## src/rtl/secure_config_ctrl.sv

```systemverilog
// secure_config_ctrl: password-gated configuration commit with lockout.
// Ports: clk, arst (async active-low), request/confirm/password/syskey/configin in;
//   configout, write_en, fail_cnt, locked (registered), dbg_state out.
module secure_config_ctrl #(
  parameter int CFG_W       = 35,
  parameter int KEY_W       = 2,
  parameter int MAX_TRIES   = 3,
  parameter int TIMEOUT     = 8,
  parameter int LOCK_CYCLES = 16
) (
  input  logic                           clk,
  input  logic                           arst,
  input  logic                           request,
  input  logic                           confirm,
  input  logic [KEY_W-1:0]               password,
  input  logic [KEY_W-1:0]               syskey,
  input  logic [CFG_W-1:0]               configin,
  output logic [CFG_W-1:0]               configout,
  output logic                           write_en,
  output logic [$clog2(MAX_TRIES+1)-1:0] fail_cnt,
  output logic                           locked,
  output logic [2:0]                     dbg_state
);

  localparam int FW = $clog2(MAX_TRIES+1);
  localparam int TW = $clog2(TIMEOUT+1);
  localparam int LW = $clog2(LOCK_CYCLES+1);

  typedef enum logic [2:0] {
    IDLE   = 3'd0,
    AUTH   = 3'd1,
    GRANT  = 3'd2,
    DENY   = 3'd3,
    LOCKED = 3'd4
  } state_t;

  state_t           state, state_d;
  logic [TW-1:0]    tcnt, tcnt_d;
  logic [LW-1:0]    lcnt, lcnt_d;
  logic [FW-1:0]    fail_d;
  logic [CFG_W-1:0] cfg_d;
  logic             write_en_d;
  logic             locked_d;

  always_ff @(posedge clk or negedge arst) begin
    if (!arst) begin
      state     <= IDLE;
      tcnt      <= '0;
      lcnt      <= '0;
      fail_cnt  <= '0;
      configout <= '0;
      write_en  <= 1'b0;
      locked    <= 1'b0;
    end else begin
      state     <= state_d;
      tcnt      <= tcnt_d;
      lcnt      <= lcnt_d;
      fail_cnt  <= fail_d;
      configout <= cfg_d;
      write_en  <= write_en_d;
      locked    <= locked_d;
    end
  end

  always_comb begin
    state_d = state;
    tcnt_d  = tcnt;
    lcnt_d  = lcnt;
    fail_d  = fail_cnt;
    cfg_d   = configout;
    case (state)
      IDLE: begin
        if (request) begin
          state_d = AUTH;
          tcnt_d  = '0;
        end
      end
      AUTH: begin
        // confirm takes priority over an expiring timeout
        if (confirm) begin
          if (password == syskey) begin
            state_d = GRANT;
            cfg_d   = configin;
            fail_d  = '0;
          end else begin
            state_d = DENY;
            if (fail_cnt != FW'(MAX_TRIES))
              fail_d = fail_cnt + FW'(1);
          end
        end else if (tcnt == TW'(TIMEOUT-1)) begin
          state_d = IDLE;
          tcnt_d  = '0;
        end else begin
          tcnt_d = tcnt + TW'(1);
        end
      end
      GRANT: state_d = IDLE;
      DENY: begin
        if (fail_cnt == FW'(MAX_TRIES)) begin
          state_d = LOCKED;
          lcnt_d  = '0;
        end else begin
          state_d = IDLE;
        end
      end
      LOCKED: begin
        if (lcnt == LW'(LOCK_CYCLES-1)) begin
          state_d = IDLE;
          lcnt_d  = '0;
          fail_d  = '0;
        end else begin
          lcnt_d = lcnt + LW'(1);
        end
      end
      default: state_d = IDLE;
    endcase
  end

  // outputs decoded from next state so the flops track the state exactly
  always_comb begin
    write_en_d = (state_d == GRANT);
    locked_d   = (state_d == LOCKED);
    dbg_state  = state;
  end

endmodule

```

## config.mk

```make
export PLATFORM = sky130hd
export DESIGN_NAME = secure_config_ctrl
export DESIGN_NICKNAME = d
export VERILOG_FILES = /design/src/rtl/secure_config_ctrl.sv
export SDC_FILE = /design/constraint.sdc
export NUM_CORES = 1
export LEC_CHECK = 0
export ABC_CLOCK_PERIOD_IN_PS = 1800
export BUFFER_PORTS_ARGS = -buffer_cell sky130_fd_sc_hd__buf_2
export CAP_MARGIN = 20
export CORE_ASPECT_RATIO = 0.5
export CORE_MARGIN = 2
export CORE_UTILIZATION = 48
export DETAILED_ROUTE_END_ITERATION = 10
export PLACE_DENSITY_LB_ADDON = 0.05
export SLEW_MARGIN = 40
export SYNTH_ARGS = -nofsm -noshare
export SYNTH_HDL_FRONTEND = slang
export SYNTH_SLANG_ARGS = --single-unit
```

## constraint.sdc

```tcl
create_clock -name clk -period 1.8 [get_ports clk]
set_input_delay 0.09 -clock clk [delete_from_list [all_inputs] [get_ports clk]]
set_output_delay 0.09 -clock clk [all_outputs]
set_load 0.02 [all_outputs]
```

Yosys cells after proc, flatten, opt, wreduce, memory -nomap -nowiden
Cells that the tools add are included.
Word-level totals
  bits in registers: 51
  input bits: 43
  output and inout bits: 42
  word-level logic and storage cells: 53
Operators by class
  $add $sub $neg: 3
  equality and inequality tests: 16
  mux-type cells: 19
  reduce and logical (&&, ||, !) cells: 8
Operators with widths (number)
  $mux W3: 5
  $mux W4: 3
  $ne A2 B2 Y1 const B: 6
  $pmux W3 S4: 1
  $mux W5: 2
  $pmux W5 S2: 1
  $mux W2: 4
  $pmux W4 S2: 1
  $eq A3 B2 Y1 const B: 2
  $eq A3 B3 Y1 const B: 2
  $reduce_and A3 Y1: 2
  $reduce_bool A2 Y1: 3
  $add A5 B1 Y5 const B: 1
  $eq A5 B4 Y1 const B: 1
  $add A4 B1 Y4 const B: 1
  $eq A4 B3 Y1 const B: 1
  $pmux W2 S2: 1
  $reduce_and A4 Y1: 1
  $eq A3 B1 Y1 const B: 1
  $logic_not A3 Y1: 1
  $ne A3 B3 Y1 const B: 1
  $add A2 B1 Y2 const B: 1
  $eq A2 B2 Y1: 1
  $eq A2 B2 Y1 const B: 1
  2 further kinds: 2

Logic depth before layout (Yosys ltp)
Gate-level depths: netlist of the first run.
  word-level depth: 5
  gate-level depth with buffers: 5
  gate-level depth less buffers: 4

Worst setup path after synthesis of the first run
Ideal clock, no wire load.
  path kind: register -> register
  start: reg state[1], in the netlist dbg_state[1]
  end: reg configout[0]
  setup time: 125 ps
  arrival: 1530 ps
  data required time: 1675 ps
  path slack: 145 ps
  stages on the path, launching flop included: 6
  buffers on the path: 2
  clock period less this slack: 1655 ps
  cell sequence: dfrtp_1 nand4bb_4 nor3_2 buf_6 buf_8 mux2_4
Between the ends
  longest elaborated chain between the ends: 2
RTL lines
  from (decl): RTL line 37  | state_t state, state_d;
  from (signal assigned): RTL line 55  | state <= state_d;
  $eq A3 B1 Y1: RTL line 71  | case (state)
  $reduce_and A3 Y1 (no source line)
  to (signal assigned): RTL line 59  | configout <= cfg_d;
  to (decl): RTL line 18  | output logic [CFG_W-1:0] configout,
Every way passes these cells.
A chain may end at the register's enable or synchronous reset.

Final worst setup path of the first run
  start: reg state[1], in the netlist dbg_state[1]
  end: reg configout[13]
Same word-level chain as after synthesis.

==> impl_results.md, run 1 <==
* Status: finished clean
* Clk buf depth at 2
* Top layer in use: met4
* Met3 routed WL at 270 µm
* Post-DP HPWL at 3.18 mm
* Cells after Synth at 152
* Reg power frac at 41.1%
* Synth area leader: dfrtp_1
* Gr usage total at 18.0%
* Crit path DAT at 1.81 ns
* # nets final at 307
* Worst slew pin tran at 0.641 ns
* Max_cap viols at 0
* Filler Cells Inserted at 357
* Drc violations at 0
* Leak at 1.50 nW
* Register area at 0.00128 mm²
* GPL Wtd Cong at 0.793
* Required @ worst endpoint at 2.00 ns
* Multi-input gate area at 878 µm²
* Sw power at 1.75 mW
* Share of cells above drive strength 1 at 52.3%
* Slowest stage cell, crit path: dfrtp_1
* Vias at 1571
* Site Rows at 17
* Tmin final at 1.60 ns
* Slew Limit Fails at 0
* Vias in the first global route at 1546
* Syn nets at 198
* Die area at 0.00525 mm²
* Switch share at 38.1%
* Combinational power share at 44.1%
* Slowest stage delay, CP at 0.40 ns
* Hold crit path type: in2reg
* Starting Density at 50.3%
* Ports at 85
* Drt total wl at 4.51 mm
* Setup Skew at 0.0108 ns
* Crit-path cells: nand4bb_4 > nor3_4 > buf_4 > mux2_2
* PwrDens at 1530 mW/mm²
* Area contributors post-synth: dfrtp_1 57%, mux2_4 11%, mux2_2 9.1%, mux2i_1 1.8%, ha_1 1.7%
* Max Fclk at 0.624 GHz
* Finish-stage setup viols at 0
* CTS Sinks at 51
* CTS buffer count at 5
* Clock Pin Slew Worst Setup and Hold Paths at 0.10 ns
* Metal2 WL at 2.10 mm
* Core area at 0.00445 mm²
* Routed len/inst at 14.1 µm
* Crit Path Class: reg2reg
* Critical path's top delay family: simple AND/OR/NAND/NOR gates
* DR vias/cell at 4.92
* Final Util at 67.5%
* DR pass1 iterations at 4
* Synth Area per Inst at 14.7 µm²
* Slew headroom at 57.3%
* Met1 wire length at 2.09 mm
* Post-synth top area share at 57.1%
* Crit. End Element: flip-flop
* Root buf cell: clkbuf_8
* Register area share after synthesis at 57.1%
* Worst-path maximum fanout at 16
* Antenna viol nets, final at 0
* #FFs+latches synth at 51
* Initial antenna violation count at 0
* Antenna diodes at 0
* Worst-Skew Late Latency at 0.31 ns
* Post-CTS Setup Bufs at 0
* Pin count of the biggest net entering global routing at 52
* Startpoint class of the critical path: flip-flop
* Mapped Area at 0.00223 mm²
* Ys Warns at 0
* Layout area overhead at 34.3%
* Distinct cells, synth at 40
* Internal at 2.85 mW
* Grt ovf at 0
* Port Buf Inserts at 84
* Drt initial violations at 21
* RSZ-0062 raised after global routing: false
* CTS tree: built
* Die height at 52.2 µm
* First-pass GRT wire length at 7.04 mm
* Setup TNS at 0 ns
* Period utilization at 89.0%
* Clock power share at 14.9%
* Die Span X at 100 µm
* H-tree depth at 2
* Buffer and inverter count on the worst path at 1
* Final hold violations at 0
* Max IR drop VDD at 743 µV
Yosys cell counts:
cell type,number
a21oi_1,2
a221o_1,1
a221oi_1,1
a22o_1,2
a31oi_1,1
and2_4,1
buf_12,1
buf_2,2
buf_4,1
buf_6,1
buf_8,1
dfrtp_1,51
ha_1,3
inv_1,6
mux2_2,18
mux2_4,17
mux2i_1,4
nand2_1,6
nand2b_1,2
nand3_1,3
nand4_1,1
nand4b_1,2
nand4bb_1,1
nand4bb_4,1
nor2_1,2
nor3_1,1
nor3_2,1
nor3b_1,1
nor4b_1,1
o2111ai_1,1
o211ai_1,1
o21a_1,1
o21ai_0,5
o2bb2ai_1,1
o311ai_0,1
o31ai_1,1
o32ai_1,1
or2_2,1
or3b_1,1
xor2_1,3
routing by layer:
layer	vias to the layer above	track usage, %
li1	766	-
met1	756	22.4
met2	42	30.5
met3	7	5.47
met4	0	6.16
met5	-	0
state kept, by name, summed over array words and instances (netlist names):
name,count
configout,35
lcnt,5
tcnt,4
dbg_state,3
fail_cnt,2
locked,1
write_en,1
per-stage QoR:
step	total power, mW	cell area [µm²]	instances	worst slack (ns)	hold slack (ns)
detailed placement	3.94	2730	293	0.203	0.235
global placement	3.87	2730	293	0.241	0.234
CTS	4.66	2950	314	0.184	0.0000600
finish	4.61	3000	319	0.199	0.00950
floorplan	3.24	2230	152	0.145	-0.206
global route	4.89	3000	319	0.143	0.000307
cell type report:
cell class,count,share of cell area (%)
Sequential cell,51,42.5
Multi-Input combinational cell,89,29.3
Timing Repair Buffer,108,21.9
Tap cell,57,2.38
Clock buffer,5,2.29
Clock inverter,3,0.875
Inverter,6,0.750
cells by family (layout without fill, tap and decap cells):
group | Yosys count | count (layout) | share of synthesized area (%)
AOI/OAI and AO/OA | 19 | 19 | 6.05
xor gates and xnor gates | 3 | 3 | 1.18
and+or+nand+nor | 25 | 25 | 7.84
buffers and inverters | 12 | 122 | 3.86
muxes | 39 | 39 | 22.3
adders and majority gates | 3 | 3 | 1.68
DFF | 51 | 51 | 57.1
what timing repair did:
action / CTS / global route
hold endpoints to repair: 63 / 5
resized for setup: 0 / 0
hold buffers: 13 / 5
power by group through the flow:
stage	combinational, mW	sequential [mW]	clock, mW
2_1_floorplan	0.794	2.44	0
3_3_place_gp	1.98	1.89	0
3_5_place_dp	2.02	1.92	0
4_1_cts	2.04	1.90	0.716
5_1_grt	2.17	1.96	0.761
6_report	2.03	1.89	0.685
cell usage in the layout, fill, tap and decap left out, types with 2 or more instances in the layout:
cell and n:
a21oi_1 2, nor2_1 2, nand3_1 3, dlygate4sd3_1 18, buf_2 84, inv_1 6
mux2i_1 4, nand2_1 6, dfrtp_1 51, mux2_4 17, inv_6 2, buf_4 5
mux2_2 18, nand4b_1 2, clkbuf_8 5, nand2b_1 2, ha_1 3, o21ai_0 5
xor2_1 3, a22o_1 2
final timing paths:
check	start	endpoint	slack, ns	cells past startpoint
max in group asynchronous	arst	configout[2]	0.95	3
hold reg to reg	fail_cnt[0]	fail_cnt[0]	0.51	1
setup / recovery	dbg_state[1]	configout[13]	0.20	4
min in group asynchronous	arst	tcnt[0]	0.41	3
setup reg to reg	dbg_state[1]	configout[13]	0.20	4
hold / removal	configin[21]	configout[21]	0.01	2
No activity file was read; power rests on OpenSTA's default activity.
==> inputs of run 2 (changes only) <==
--- a/config.mk
+++ b/config.mk
@@ -10,7 +10,8 @@
 export CAP_MARGIN = 20
 export CORE_ASPECT_RATIO = 0.5
 export CORE_MARGIN = 2
-export CORE_UTILIZATION = 48
+export CORE_UTILIZATION = 50
+export CTS_BUF_LIST = sky130_fd_sc_hd__clkbuf_8
 export DETAILED_ROUTE_END_ITERATION = 10
 export PLACE_DENSITY_LB_ADDON = 0.05
 export SLEW_MARGIN = 40
==> impl_results.md, run 2 (synthesized netlist as in run 1, its figures left out) <==
* Share of cells above drive strength 1 at 55.0%
* Finish-stage setup viols at 0
* Post-DP HPWL at 3.14 mm
* Antenna viol nets, final at 0
* Starting Density at 51.5%
* Max Fclk at 0.637 GHz
* Post-place instance area at 0.00273 mm²
* Worst slew pin tran at 0.577 ns
* Die area at 0.00505 mm²
* Drc violations at 0
* Routed len/inst at 14.0 µm
* Antenna diodes at 0
* Fin cells at 308
* Filler Cells Inserted at 342
* Design Area, Final at 0.00292 mm²
* Max reg flops at 35
* Grt ovf at 0
* H-tree depth at 2
* Startpoint class of the critical path: flip-flop
* Layout area overhead at 30.5%
* Slowest stage cell, crit path: nor4b_1
* Clk buf depth at 2
* Placed Cells at 294
* Crit Path Class: reg2reg
* Commonest cells after routing, fill and taps aside: 84 x buf_2, 51 x dfrtp_1, 18 x mux2_2, 17 x mux2_4
* CTS buffer count at 5
* RSZ-0062 raised after global routing: false
* Period utilization at 87.2%
* GPL Wtd Cong at 0.742
* Crit. End Element: flip-flop
* CTS Sinks at 51
* # nets final at 296
* Drt total wl at 4.32 mm
* Final hold violations at 0
* Tmin final at 1.57 ns
* Ports at 85
* Drt initial violations at 58
* Max_cap viols at 0
* Leak at 1.47 nW
* Largest regs: configout: 35 flops, lcnt: 5 flops, tcnt: 4 flops
* CTS tree: built
* Setup TNS at 0 ns
* Clock Pin Slew Worst Setup and Hold Paths at 0.10 ns
* First-pass GRT wire length at 7.27 mm
* Max IR drop VDD at 603 µV
* Hold crit path type: in2reg
* Vias at 1544
* Total power at 4.74 mW
* DR vias/cell at 5.01
* Slew Limit Fails at 0
* Setup Skew at 0.00577 ns
* DR pass1 iterations at 4
* CTS resizes at 0
* Critical path's top delay family: simple AND/OR/NAND/NOR gates
* Port Buf Inserts at 84
* Root buf cell: clkbuf_8
* PwrDens at 1620 mW/mm²
* FF-to-FF setup slack at 0.23 ns
* Die height at 51.3 µm
* Vias in the first global route at 1576
* Status: finished clean
* Site Rows at 17
* Die Span X at 98.5 µm
* Gr usage total at 18.5%
* Crit path DAT at 1.80 ns
* Required @ worst endpoint at 2.03 ns
* Commonest non-fill, non-tap cell in the layout: buf_2
* Pin count of the biggest net entering global routing at 28
* Worst-Skew Late Latency at 0.30 ns
* Core area at 0.00434 mm²
* Most flops, register: configout
* Buffer and inverter count on the worst path at 1
* Worst-path maximum fanout at 8
* Crit-path cells: buf_4 > nor4b_1 > o21ai_0 > mux2i_1
* Slowest stage delay, CP at 0.50 ns
* Slew headroom at 61.0%
* Initial antenna violation count at 0
==> run 2: cell count changes in the layout (fill, tap and decap cells not counted), sizes merged <==
cell         change
buf              +1
bufinv           +1
clkbuf           +1
clkinv           -1
dlygate4sd3     -12
inv              -1
==> run 2: layout make-up <==
type / instances / area, µm² / area share, %
Sequential cell: 51 / 1280 / 43.8
Tap cell: 57 / 71.3 / 2.45
Clock inverter: 2 / 38.8 / 1.33
Clock buffer: 6 / 82.6 / 2.83
Timing Repair Buffer: 97 / 546 / 18.7
Multi-Input combinational cell: 89 / 878 / 30.1
Inverter: 6 / 22.5 / 0.773
==> run 2: worst register-to-register path, stage by stage, from the launching register on <==
cell     delay (ns)
dfrtp_1        0.47
buf_4          0.20
nor4b_1        0.50
o21ai_0        0.18
mux2i_1        0.16
==> run 2: report_power, final <==
part / total, mW / internal, mW / switching [mW]
Sequential: 1.89 / 1.62 / 0.273
Clock: 0.844 / 0.458 / 0.386
Combinational: 2.00 / 0.935 / 1.07
Total: 4.74 / 3.01 / 1.73
==> run 2: path summary, 6_finish.rpt <==
kind | depth (start not counted) | start | endpoint
hold / removal | 2 | configin[10] | configout[10]
min in group asynchronous | 2 | arst | configout[8]
setup reg to reg | 4 | dbg_state[0] | tcnt[0]
max in group asynchronous | 3 | arst | configout[29]
hold reg to reg | 1 | lcnt[4] | lcnt[4]
setup / recovery | 4 | dbg_state[0] | tcnt[0]
==> run 2: metrics by stage <==
step	hold slack (ns)	setup slack [ns]	util, %
final	0.0104	0.230	67.2
after global placement	0.0813	0.310	63.0
after floorplan	-0.206	0.145	-
after global routing	0.000655	0.0375	67.2
after detailed placement	0.0892	0.260	63.0
after CTS	0.00288	0.249	66.0
==> run 2: timing repair <==
action,in CTS,in global routing
endpoints found under the hold margin,21,5
hold buffers,1,5
buffers inserted,0,0
==> run 2: routing by layer <==
layer	vias up	track usage, %	part of all wire (%)
met5	-	0	0
met4	0	5.71	1.1
met3	6	5.34	5.6
met2	47	31.4	48
met1	751	23.3	45
li1	740	-	-
==> inputs of run 3 (changes only) <==
--- a/config.mk
+++ b/config.mk
@@ -9,11 +9,11 @@
 export BUFFER_PORTS_ARGS = -buffer_cell sky130_fd_sc_hd__buf_2
 export CAP_MARGIN = 20
 export CORE_ASPECT_RATIO = 0.5
-export CORE_MARGIN = 2
+export CORE_MARGIN = 5
 export CORE_UTILIZATION = 50
 export CTS_BUF_LIST = sky130_fd_sc_hd__clkbuf_8
 export DETAILED_ROUTE_END_ITERATION = 10
-export PLACE_DENSITY_LB_ADDON = 0.05
+export PLACE_DENSITY = 0.81
 export SLEW_MARGIN = 40
 export SYNTH_ARGS = -nofsm -noshare
 export SYNTH_HDL_FRONTEND = slang
==> impl_results.md, run 3 (synthesized netlist as in run 1, its figures left out) <==
* Die area at 0.00599 mm²
* Crit-path cells: nand4bb_4 > nor3_4 > buf_12 > mux2_2
* Slowest stage cell, crit path: dfrtp_1
* Met3 routed WL at 250 µm
* Required @ worst endpoint at 1.99 ns
* Status: finished clean
* Max reg flops at 35
* Finish-stage setup viols at 0
* Clk buf depth at 2
* Max_cap viols at 0
* Initial antenna violation count at 0
* Met1 wire length at 1.91 mm
* Drc violations at 0
* Max Fclk at 0.644 GHz
* Setup Skew at 0.00396 ns
* H-tree depth at 2
* First-pass GRT wire length at 7.89 mm
* Gr usage total at 16.2%
* Final hold violations at 0
* Drt total wl at 4.71 mm
* Share of cells above drive strength 1 at 55.9%
* Vias in the first global route at 1657
* DP Worst Slack at 0.261 ns
* Hold crit path type: in2reg
* Internal at 2.90 mW
* Max IR drop VDD at 526 µV
* Worst-path maximum fanout at 28
* Commonest non-fill, non-tap cell in the layout: buf_2
* Metal2 WL at 2.49 mm
* Total power at 4.65 mW
* Root buf cell: clkbuf_8
* DR vias/cell at 5.11
* Clock power share at 15.5%
* CTS buffer count at 5
* Crit. End Element: flip-flop
* Top layer in use: met4
* Drt initial violations at 50
* Worst slew pin tran at 0.499 ns
* Worst-Skew Late Latency at 0.30 ns
* Routed len/inst at 15.6 µm
* Post-DP HPWL at 3.60 mm
* Reg power frac at 41.0%
* Die Span X at 105 µm
* Layout area overhead at 27.7%
* Setup ws final at 0.248 ns
* RSZ-0062 raised after global routing: false
* Most flops, register: configout
* Port Buf Inserts at 84
* DR pass1 iterations at 4
* Die height at 57.3 µm
* Combinational power share at 43.6%
* Slew headroom at 66.3%
* Filler Cells Inserted at 328
* Startpoint class of the critical path: flip-flop
* Starting Density at 51.2%
* Ports at 85
* Post-CTS Setup Bufs at 0
* Tmin final at 1.55 ns
* Setup TNS at 0 ns
* Commonest cells after routing, fill and taps aside: 84 x buf_2, 51 x dfrtp_1, 18 x mux2_2, 17 x mux2_4, 7 x clkbuf_8
* Leak at 1.43 nW
* Switch share at 37.6%
* Slowest stage delay, CP at 0.49 ns
* Site Rows at 17
* Crit path DAT at 1.74 ns
* Pin count of the biggest net entering global routing at 31
* CTS Sinks at 51
* Vias at 1543
* # nets final at 290
* Sw power at 1.75 mW
* Antenna viol nets, final at 0
* Period utilization at 86.2%
* Slew Limit Fails at 0
* Crit Path Class: reg2reg
* Grt ovf at 0
* Clock Pin Slew Worst Setup and Hold Paths at 0.09 ns
* GPL Wtd Cong at 0.760
* Core area at 0.00436 mm²
* PwrDens at 1630 mW/mm²
* Largest regs: configout: 35 flops, lcnt: 5 flops, tcnt: 4 flops
* CTS tree: built
* Antenna diodes at 0
-- run 3: worst paths after layout --
kind	depth (start not counted)	startpoint	to	slack [ns]
max in group asynchronous	3	arst	tcnt[3]	0.98
setup / recovery	4	dbg_state[0]	configout[22]	0.25
hold reg to reg	1	lcnt[4]	lcnt[4]	0.48
min in group asynchronous	2	arst	configout[8]	0.29
hold / removal	2	configin[16]	configout[16]	0.01
setup reg to reg	4	dbg_state[0]	configout[22]	0.25
-- run 3: final cells by class --
class / count / area (µm²) / share of cell area (%)
flip-flops and latches: 51 / 1280 / 44.7
clock inverters: 1 / 7.51 / 0.263
repair buffers: 91 / 500 / 17.5
inverters: 6 / 22.5 / 0.789
well taps: 57 / 71.3 / 2.50
multi-input cells: 89 / 878 / 30.8
clock buffers: 7 / 96.3 / 3.38
-- run 3: what timing repair did --
| item | in CTS | in global routing |
|---|---|---|
| resized for setup | 0 | 0 |
| endpoints found under the setup margin | 0 | 0 |
| hold buffers | 1 | 0 |
| hold endpoints to repair | 21 | 0 |
-- run 3: stage by stage --
step | cell area (µm²) | instances | hold slack (ns) | util [%]
3_3_place_gp | 2740 | 293 | 0.0775 | 62.8
2_1_floorplan | 2230 | 152 | -0.206 | -
6_report | 2850 | 302 | 0.0146 | 65.4
4_1_cts | 2850 | 302 | 0.00723 | 65.4
5_1_grt | 2850 | 302 | 0.00314 | 65.4
3_5_place_dp | 2740 | 293 | 0.0865 | 62.8
-- run 3: power groups by stage --
stage	combinational [mW]	clock, mW	sequential, mW
after global placement	1.99	0	1.88
after CTS	2.06	0.742	1.90
after detailed placement	2.04	0	1.92
final	2.02	0.720	1.90
after floorplan	0.794	0	2.44
after global routing	2.17	0.788	1.97
-- run 3: routing by layer --
metal	GRT usage (%)	vias up
met5	0	-
met4	5.17	0
met3	4.63	8
met2	28.9	43
met1	19.1	761
li1	-	731
-- run 3: critical path, delay by kind of cell (launching register included) --
family | cells | cell delay (ns)
and+or+nand+nor | 2 | 0.35
buffers and inverters | 1 | 0.24
muxes | 1 | 0.35
DFF | 1 | 0.49
